## config.mk

```make
export PLATFORM = sky130hd
export DESIGN_NAME = sap_controller_flat
export DESIGN_NICKNAME = d
export VERILOG_FILES = /design/src/rtl/sap_pkg.sv /design/src/rtl/sap_controller_if.sv /design/src/rtl/sap_ring_counter.sv /design/src/rtl/sap_controller.sv /design/src/flat_wrapper.sv
export SDC_FILE = /design/constraint.sdc
export NUM_CORES = 1
export LEC_CHECK = 0
export ABC_AREA = 0
export CAP_MARGIN = 20
export CORE_MARGIN = 2
export CORE_UTILIZATION = 38
export DETAILED_ROUTE_END_ITERATION = 7
export PLACE_DENSITY_LB_ADDON = 0.05
export SYNTH_ARGS = -nofsm -noshare
export SYNTH_HDL_FRONTEND = slang
export SYNTH_SLANG_ARGS = --single-unit
```

## constraint.sdc

```tcl
create_clock -name clk -period 2 [get_ports clk]
set_input_delay 0.5 -clock clk [delete_from_list [all_inputs] [get_ports clk]]
set_output_delay 0.5 -clock clk [all_outputs]
set_load 0.02 [all_outputs]
```

## src/rtl/sap_pkg.sv

```systemverilog
// Shared constants and types for the SAP-1 controller-sequencer:
// opcodes, one-hot T-state encodings and the packed control word.
package sap_pkg;

  // Opcodes carried in the IR upper nibble
  localparam logic [3:0] OP_LDA = 4'b0000;
  localparam logic [3:0] OP_ADD = 4'b0001;
  localparam logic [3:0] OP_SUB = 4'b0010;
  localparam logic [3:0] OP_OUT = 4'b1110;
  localparam logic [3:0] OP_HLT = 4'b1111;

  // One-hot T-states, bit0 = T1
  localparam logic [5:0] T1 = 6'b000001;
  localparam logic [5:0] T2 = 6'b000010;
  localparam logic [5:0] T3 = 6'b000100;
  localparam logic [5:0] T4 = 6'b001000;
  localparam logic [5:0] T5 = 6'b010000;
  localparam logic [5:0] T6 = 6'b100000;

  // Control word, fields in port order (first field is the MSB)
  typedef struct packed {
    logic pc_en;
    logic pc_inc;
    logic mar_load;
    logic ram_en;
    logic ir_load;
    logic ir_en;
    logic load_a;
    logic enable_a;
    logic load_b;
    logic enable_b;
    logic add;
    logic sub;
    logic alu_en;
    logic out_load;
  } ctrl_word_t;

  // True for opcodes the base ISA defines; anything else executes as a NOP
  function automatic logic is_defined_op(input logic [3:0] op);
    return (op == OP_LDA) || (op == OP_ADD) || (op == OP_SUB) ||
           (op == OP_OUT) || (op == OP_HLT);
  endfunction

endpackage

```

## src/rtl/sap_controller_if.sv

```systemverilog
// Control bus between the SAP-1 controller (master) and the datapath (slave):
// run/opcode flow into the controller, strobes/halt/t_state flow out.
interface sap_controller_if #(
  parameter int OPW = 4,
  parameter int NT  = 6
);
  logic           run;
  logic [OPW-1:0] opcode;
  logic           pc_en;
  logic           pc_inc;
  logic           mar_load;
  logic           ram_en;
  logic           ir_load;
  logic           ir_en;
  logic           load_a;
  logic           enable_a;
  logic           load_b;
  logic           enable_b;
  logic           add;
  logic           sub;
  logic           alu_en;
  logic           out_load;
  logic           halt;
  logic [NT-1:0]  t_state;

  modport master (
    input  run, opcode,
    output pc_en, pc_inc, mar_load, ram_en, ir_load, ir_en, load_a, enable_a,
           load_b, enable_b, add, sub, alu_en, out_load, halt, t_state
  );

  modport slave (
    output run, opcode,
    input  pc_en, pc_inc, mar_load, ram_en, ir_load, ir_en, load_a, enable_a,
           load_b, enable_b, add, sub, alu_en, out_load, halt, t_state
  );
endinterface

```

## src/rtl/sap_ring_counter.sv

```systemverilog
// NT-bit one-hot T-state ring counter with hold, early wrap to T1 and
// synchronous active-low reset to T1.
module sap_ring_counter #(
  parameter int NT = 6
) (
  input  logic          clk,
  input  logic          rst,
  input  logic          advance,
  input  logic          early_wrap,
  output logic [NT-1:0] t_state
);
  localparam logic [NT-1:0] FIRST = NT'(1);

  logic [NT-1:0] state_reg;
  logic [NT-1:0] state_next;
  logic [NT-1:0] shifted;

  // One-position rotate without the wrap bit; the wrap is handled explicitly
  assign shifted[0] = 1'b0;
  genvar gi;
  generate
    for (gi = 1; gi < NT; gi++) begin : g_shift
      assign shifted[gi] = state_reg[gi-1];
    end
  endgenerate

  // Next state: hold, step, or return to T1 from the last or an early state
  always_comb begin
    state_next = state_reg;
    if (advance) begin
      if (early_wrap || state_reg[NT-1]) state_next = FIRST;
      else                               state_next = shifted;
    end
  end

  // State register with synchronous active-low reset
  always_ff @(posedge clk) begin
    if (!rst) state_reg <= FIRST;
    else      state_reg <= state_next;
  end

  assign t_state = state_reg;
endmodule

```

## src/rtl/sap_controller.sv

```systemverilog
// SAP-1 controller-sequencer: steps T1..T6, decodes the IR opcode into
// per-T-state bus strobes and holds a sticky halt flag.
// Optional macro SAP_CTRL_EARLY_FETCH_EN: instructions whose remaining
// T-states are empty return to T1 early (LDA after T5, OUT after T4,
// undefined opcodes after T3).
module sap_controller
  import sap_pkg::*;
#(
  parameter int OPW = 4,
  parameter int NT  = 6
) (
  input  logic            clk,
  input  logic            rst,
  sap_controller_if.master bus
);
  logic [OPW-1:0] opcode;
  logic [NT-1:0]  t_state;
  logic           halt_reg;
  logic           halt_next;
  logic           gate;
  logic           hlt_fire;
  logic           advance;
  logic           early_wrap;
  ctrl_word_t     ctrl;

  assign opcode = bus.opcode;

  // State register: halt flag here, T-state inside the ring counter
  always_ff @(posedge clk) begin
    if (!rst) halt_reg <= 1'b0;
    else      halt_reg <= halt_next;
  end

  sap_ring_counter #(.NT(NT)) u_ring (
    .clk       (clk),
    .rst       (rst),
    .advance   (advance),
    .early_wrap(early_wrap),
    .t_state   (t_state)
  );

  // Next-state logic: HLT at T4 sets halt and freezes the counter on the same edge
  always_comb begin
    gate      = bus.run & ~halt_reg & rst;
    hlt_fire  = gate && (t_state == T4) && (opcode == OP_HLT);
    advance   = gate & ~hlt_fire;
    halt_next = halt_reg | hlt_fire;
`ifdef SAP_CTRL_EARLY_FETCH_EN
    early_wrap = ((t_state == T5) && (opcode == OP_LDA)) ||
                 ((t_state == T4) && (opcode == OP_OUT)) ||
                 ((t_state == T3) && !is_defined_op(opcode));
`else
    early_wrap = 1'b0;
`endif
  end

  // Output decode: Moore strobes from (t_state, opcode), all zero unless gated on
  always_comb begin
    ctrl = '0;
    if (gate) begin
      case (t_state)
        T1: begin ctrl.pc_en = 1'b1; ctrl.mar_load = 1'b1; end
        T2: ctrl.pc_inc = 1'b1;
        T3: begin ctrl.ram_en = 1'b1; ctrl.ir_load = 1'b1; end
        T4: begin
          if (opcode == OP_LDA || opcode == OP_ADD || opcode == OP_SUB) begin
            ctrl.ir_en = 1'b1; ctrl.mar_load = 1'b1;
          end else if (opcode == OP_OUT) begin
            ctrl.enable_a = 1'b1; ctrl.out_load = 1'b1;
          end
        end
        T5: begin
          if (opcode == OP_LDA) begin
            ctrl.ram_en = 1'b1; ctrl.load_a = 1'b1;
          end else if (opcode == OP_ADD || opcode == OP_SUB) begin
            ctrl.ram_en = 1'b1; ctrl.load_b = 1'b1;
          end
        end
        T6: begin
          if (opcode == OP_ADD || opcode == OP_SUB) begin
            ctrl.alu_en = 1'b1; ctrl.load_a = 1'b1;
            ctrl.add    = (opcode == OP_ADD);
            ctrl.sub    = (opcode == OP_SUB);
          end
        end
        default: ctrl = '0;
      endcase
    end
  end

  assign bus.pc_en    = ctrl.pc_en;
  assign bus.pc_inc   = ctrl.pc_inc;
  assign bus.mar_load = ctrl.mar_load;
  assign bus.ram_en   = ctrl.ram_en;
  assign bus.ir_load  = ctrl.ir_load;
  assign bus.ir_en    = ctrl.ir_en;
  assign bus.load_a   = ctrl.load_a;
  assign bus.enable_a = ctrl.enable_a;
  assign bus.load_b   = ctrl.load_b;
  assign bus.enable_b = ctrl.enable_b;
  assign bus.add      = ctrl.add;
  assign bus.sub      = ctrl.sub;
  assign bus.alu_en   = ctrl.alu_en;
  assign bus.out_load = ctrl.out_load;
  assign bus.halt     = halt_reg;
  assign bus.t_state  = t_state;
endmodule

```

## src/flat_wrapper.sv

```systemverilog
// flat-port wrapper written by rule: the top's interface ports become plain ports
module sap_controller_flat import sap_pkg::*;
#(
  parameter int OPW = 4,
  parameter int NT  = 6
)
  (clk, rst, bus_run, bus_opcode, bus_pc_en, bus_pc_inc, bus_mar_load, bus_ram_en, bus_ir_load, bus_ir_en, bus_load_a, bus_enable_a, bus_load_b, bus_enable_b, bus_add, bus_sub, bus_alu_en, bus_out_load, bus_halt, bus_t_state);
  sap_controller_if #(.OPW(OPW), .NT(NT)) bus_i ();
  input  logic clk;
  input  logic rst;
  input wire logic [$bits(bus_i.run)-1:0] bus_run;
  input wire logic [$bits(bus_i.opcode)-1:0] bus_opcode;
  output wire logic [$bits(bus_i.pc_en)-1:0] bus_pc_en;
  output wire logic [$bits(bus_i.pc_inc)-1:0] bus_pc_inc;
  output wire logic [$bits(bus_i.mar_load)-1:0] bus_mar_load;
  output wire logic [$bits(bus_i.ram_en)-1:0] bus_ram_en;
  output wire logic [$bits(bus_i.ir_load)-1:0] bus_ir_load;
  output wire logic [$bits(bus_i.ir_en)-1:0] bus_ir_en;
  output wire logic [$bits(bus_i.load_a)-1:0] bus_load_a;
  output wire logic [$bits(bus_i.enable_a)-1:0] bus_enable_a;
  output wire logic [$bits(bus_i.load_b)-1:0] bus_load_b;
  output wire logic [$bits(bus_i.enable_b)-1:0] bus_enable_b;
  output wire logic [$bits(bus_i.add)-1:0] bus_add;
  output wire logic [$bits(bus_i.sub)-1:0] bus_sub;
  output wire logic [$bits(bus_i.alu_en)-1:0] bus_alu_en;
  output wire logic [$bits(bus_i.out_load)-1:0] bus_out_load;
  output wire logic [$bits(bus_i.halt)-1:0] bus_halt;
  output wire logic [$bits(bus_i.t_state)-1:0] bus_t_state;
  assign bus_i.run = bus_run;
  assign bus_i.opcode = bus_opcode;
  assign bus_pc_en = bus_i.pc_en;
  assign bus_pc_inc = bus_i.pc_inc;
  assign bus_mar_load = bus_i.mar_load;
  assign bus_ram_en = bus_i.ram_en;
  assign bus_ir_load = bus_i.ir_load;
  assign bus_ir_en = bus_i.ir_en;
  assign bus_load_a = bus_i.load_a;
  assign bus_enable_a = bus_i.enable_a;
  assign bus_load_b = bus_i.load_b;
  assign bus_enable_b = bus_i.enable_b;
  assign bus_add = bus_i.add;
  assign bus_sub = bus_i.sub;
  assign bus_alu_en = bus_i.alu_en;
  assign bus_out_load = bus_i.out_load;
  assign bus_halt = bus_i.halt;
  assign bus_t_state = bus_i.t_state;
  sap_controller #(.OPW(OPW), .NT(NT)) u_core (.clk(clk), .rst(rst), .bus(bus_i));
endmodule
```

Yosys cells after proc, flatten, opt, wreduce, memory -nomap -nowiden
Cells that the tools add are included.
- equal/unequal tests: 10
- multiplexer cells: 20
- bitwise logic cells: 6
- reductions and logical operators: 6
- operator list (kind ; count):
    14-bit two-way mux ; 1
    1-bit two-way mux ; 13
    4-bit equality test (second input constant) ; 2
    6-bit by 1-bit equality test with 1-bit output (second input constant) ; 1
    6-bit by 2-bit equality test with 1-bit output (second input constant) ; 1
    6-bit by 3-bit equality test with 1-bit output (second input constant) ; 1
    6-bit by 4-bit equality test with 1-bit output (second input constant) ; 1
    6-bit by 5-bit equality test with 1-bit output (second input constant) ; 1
    6-bit equality test (second input constant) ; 1
    3-bit two-way mux ; 2
    6-bit two-way mux ; 1
    1-bit one-hot mux with 2 select lines ; 3
    4-bit by 1-bit equality test with 1-bit output (second input constant) ; 1
    4-bit by 2-bit equality test with 1-bit output (second input constant) ; 1
    4-bit zero test ; 1
    1-bit AND ; 3
    1-bit logical OR ; 3
    1-bit logical AND ; 2
    1-bit inverter ; 2
    1-bit OR ; 1
- bits in registers: 7
- input bits: 7
- output and inout bits: 21
- word-level logic and storage cells: 44

Depth between registers and ports, before layout
- word-level depth: 7
- mapped depth: 5
- mapped depth without buffers: 4

By module
A second synthesis with hierarchy kept.
- cells, all modules: 69
- area, all modules: 585.6 µm²
- by module, submodules not included (module ; instances ; cells an instance ; area an instance (µm²)):
    sap_controller ; 1 ; 44 ; 305.3
    sap_ring_counter ; 1 ; 25 ; 280.3

Worst setup path after synthesis
Ideal clock, no wire load.
- path kind: register -> output
- from: register u_core.u_ring.state_reg[1], in the netlist u_core.u_ring.t_state[1]
- to: output port bus_out_load
- data arrival time: 2.028 ns
- required time: 1.500 ns
- setup slack: -0.528 ns
- cell stages (with the launch flop): 5
- path through: dfxtp_1 -> or3_4 -> or3_4 -> nor3_1 -> buf_4
- word-level cells in the longest chain between the ends: 3
- RTL lines (element ; line ; source):
    from (decl) ; sap_ring_counter.sv:14 ; logic [NT-1:0] state_reg;
    from (signal assigned) ; sap_ring_counter.sv:39 ; else state_reg <= state_next;
    6-bit by 4-bit equality test with 1-bit output ; sap_controller.sv:61 ; case (t_state)
    1-bit two-way mux ; sap_controller.sv:61 ;
    14-bit two-way mux ; sap_controller.sv:60 ; if (gate) begin
    to (decl) ; flat_wrapper.sv:26 ; output wire logic [$bits(bus_i.out_load)-1:0] bus_out_load;
Every way passes these cells.

Worst setup path after layout
- from: register u_core.u_ring.state_reg[1], in the netlist u_core.u_ring.t_state[1]
- to: output port bus_ram_en
- word-level cells in the longest chain between the ends: 3
- RTL lines (element ; line ; source):
    6-bit by 5-bit equality test with 1-bit output or 6-bit by 3-bit equality test with 1-bit output (tied branches) ; sap_controller.sv:61 ;
    1-bit one-hot mux with 2 select lines * ; sap_controller.sv:61 ;
    14-bit two-way mux * ; sap_controller.sv:60 ;
    to (decl) ; flat_wrapper.sv:16 ; output wire logic [$bits(bus_i.ram_en)-1:0] bus_ram_en;
Mark *: on every way between the ends. The rest lies on a longest branch, timed or not.

==> impl_metrics.yaml <==
floorplan:
  initial_core_util_pct: 41.03
  io_pins: 28
  die_h_um: 41.72
  fp-row-count: 13
  coreArea_um2: 1318
  dieWidth_um: 41.72
  fp.dieArea_um2: 1740
finish:
  fill_cells: 72
  largest_register_ffs: 6
  layout.nets: 125
  design_area_um2: 1146
  diodes: 0
  mostFrequentLayoutCell: "buf_4"
  layout_common_cells: "buf_4, buf_6, clkdlybuf4s50_1, dfxtp_2"
  layout-drive-gt1-share_pct: 61.54
  syn_to_final_growth_pct: 112.0
synthesis:
  synth_seq_cells: 7
  synth_nets: 73
  synthesis.instances: 66
  synth_cell_types: 34
  netlist_area_um2: 540.5
  postSynthAreaPerCell_um2: 8.190
  yosysWarnings: 0
  seq_area_frac_synth_pct: 25.93
timing:
  hold_slack_ns: 0.6017
  setup_tns_ns: -2.534
  layout_min_cycle_time_ns: 2.263
  skew_ns: 0.002458
  clock.fmax_mhz: 442.0
  grt_setup_unrepaired: "true"
  final-max-slew-violation-count: 0
  hold_viol: 0
  finalCritPeriodShare_pct: 113.1
  setup_viol: 13
  finalWorstSetupSlack_ns: -0.2626
placement:
  place_area_um2: 1017
  io_buffers: 26
  dp_slack_ns: -1.128
  post-dp-hpwl_um: 1290
  gp_congestion: 0.8495
setup_path:
  rr_startpoint: "u_core.u_ring.t_state[1]$_SDFFE_PN0P_"
  cp_max_fo: 3
  critPathLaunch: "u_core.u_ring.t_state[1]$_SDFFE_PN0P_"
  cp-end-kind: "output pin"
  reg2reg_slack_ns: 0.27
  worstPathArrival_ns: 1.76
  crit_required_ns: 1.50
  r2r_end: "u_core.bus.halt$_SDFF_PN0_"
  worstSetupPathType: "register to output pin"
  r2r_cells: 5
  critPathLaunchType: "register"
min_path:
  min_to: "u_core.u_ring.t_state[0]$_SDFFE_PN1P_"
  hold_depth: 3
  hp-class: "input port to register"
  hp-start: "rst"
pwr:
  cell_internal_pwr_uw: 282.8
  p_switching_uw: 111.4
  ir_drop_v: 0.0004217
  finalPower_uw: 394.3
  power_frac_seq_pct: 36.9
  leakage_uw: 0.0004874
  p_per_area_nw_per_um2: 344.0
  p_clk_share_pct: 31.7
  p_comb_share_pct: 31.4
  switching_share_pct: 28.26
status:
  status: "finished with violations"
  violations: "negative setup slack"
global_route:
  antenna_found_initial: 0
  track_usage_pct: 22.56
  grt_pass1_wl_um: 2973
  gr-total-overflow: 0
  grt_max_degree: 14
  first_global_vias: 680
clocking:
  cts_buffer_depth: 2
  clkSinkCount: 7
  cts_inserted_buffers: 3
  root_buffer: "clkbuf_4"
  tritoncts: "done"
  path_clk_slew_ns: 0.05
  clk-insertion-delay-late_ns: 0.25
  htree_levels: 1
routing:
  dr.pass1.iters: 4
  vias: 711
  vias_per_cell: 5.386
  drtIter0Drc: 12
  wl_per_cell_um: 13.80
  drc_errors: 0
  drt-total-wl_um: 1821
  ant_nets: 0
job:
  maxCapViolations: 0
## power groups by stage
stage	registers, uW	clock network [uW]	logic (uW)
floorplan	156	0	43.8
global placement	148	0	109
detailed placement	148	0	111
CTS	145	128	114
global route	146	141	131
finish	145	125	124
## critical path: stages (launching register included)
cell and delay, ns:
dfxtp_2 0.31, or3_4 0.38, or3_4 0.38, nor3_4 0.16
o21bai_2 0.15, buf_6 0.13
## how the worst max path moves through the flow
stage	to	slack, ns	cells after the start
5_1_grt	bus_ram_en	-0.31	5
3_5_place_dp	bus_mar_load	-1.13	6
6_report	bus_ram_en	-0.26	5
3_3_place_gp	bus_mar_load	-1.11	6
2_1_floorplan	bus_mar_load	-0.22	4
4_1_cts	bus_ram_en	-0.31	5
## routing by layer
| layer | track usage [%] | up-vias | wire (um) |
|---|---|---|---|
| met5 | 0 | - | 0 |
| met4 | 14.19 | 0 | 67 |
| met3 | 4.348 | 9 | 87 |
| met2 | 40.63 | 32 | 985 |
| met1 | 23.59 | 325 | 681 |
| li1 | - | 345 | - |
## layout make-up
cell class / count / area (um2) / share of cell area, %
multi-input combinational: 53 / 494.2 / 43.12
timing repair buffer: 51 / 452.9 / 39.52
sequential: 7 / 146.4 / 12.77
clock buffer: 4 / 26.28 / 2.293
tap: 15 / 18.77 / 1.638
inverter: 2 / 7.507 / 0.6550
## through the flow
| stage | instances | util [%] |
|---|---|---|
| after global placement | 124 | 77.21 |
| final | 132 | 86.99 |
| after floorplan | 66 | - |
| after CTS | 130 | 83.67 |
| after detailed placement | 124 | 77.21 |
| after global routing | 132 | 86.99 |
## what timing repair did
| item | in CTS | in global routing |
|---|---|---|
| resized for setup | 104 | 8 |
| setup endpoints to repair | 13 | 13 |
| hold buffers | 0 | 0 |
| pin swaps | 8 | 4 |
| setup buffers | 2 | 2 |
## cells in the mapped netlist, drive strengths merged
cell | n | share of area (%)
a211oi | 1 | 1.4
a21oi | 3 | 2.8
and3 | 2 | 2.3
buf | 3 | 3.5
clkbuf | 1 | 0.69
conb | 1 | 0.69
dfxtp | 7 | 26
inv | 2 | 1.4
mux2i | 1 | 1.9
nand2 | 4 | 2.8
nand2b | 1 | 1.2
nand3 | 1 | 0.93
nand3b | 1 | 2.1
nand4b | 2 | 3.2
nor2 | 4 | 2.8
nor2b | 7 | 8.1
nor3 | 6 | 6.5
nor3b | 3 | 4.2
nor4 | 2 | 5.1
nor4b | 2 | 4.4
o211ai | 1 | 1.4
o21a | 1 | 1.4
o21ai | 1 | 0.93
o21bai | 1 | 1.4
o31ai | 1 | 1.4
o41ai | 1 | 1.6
or2 | 2 | 2.3
or3 | 2 | 4.2
or3b | 1 | 1.6
or4 | 1 | 2.1
## logic make-up after synthesis
| kind of cell | synth area share (%) |
|---|---|
| buffers and inverters | 5.554 |
| AO/OA/AOI/OAI | 12.27 |
| AND/OR/NAND/NOR | 53.70 |
| other | 0.6938 |
| multiplexers | 1.852 |
| flip-flops | 25.93 |
(Power assumes the default switching activity.)
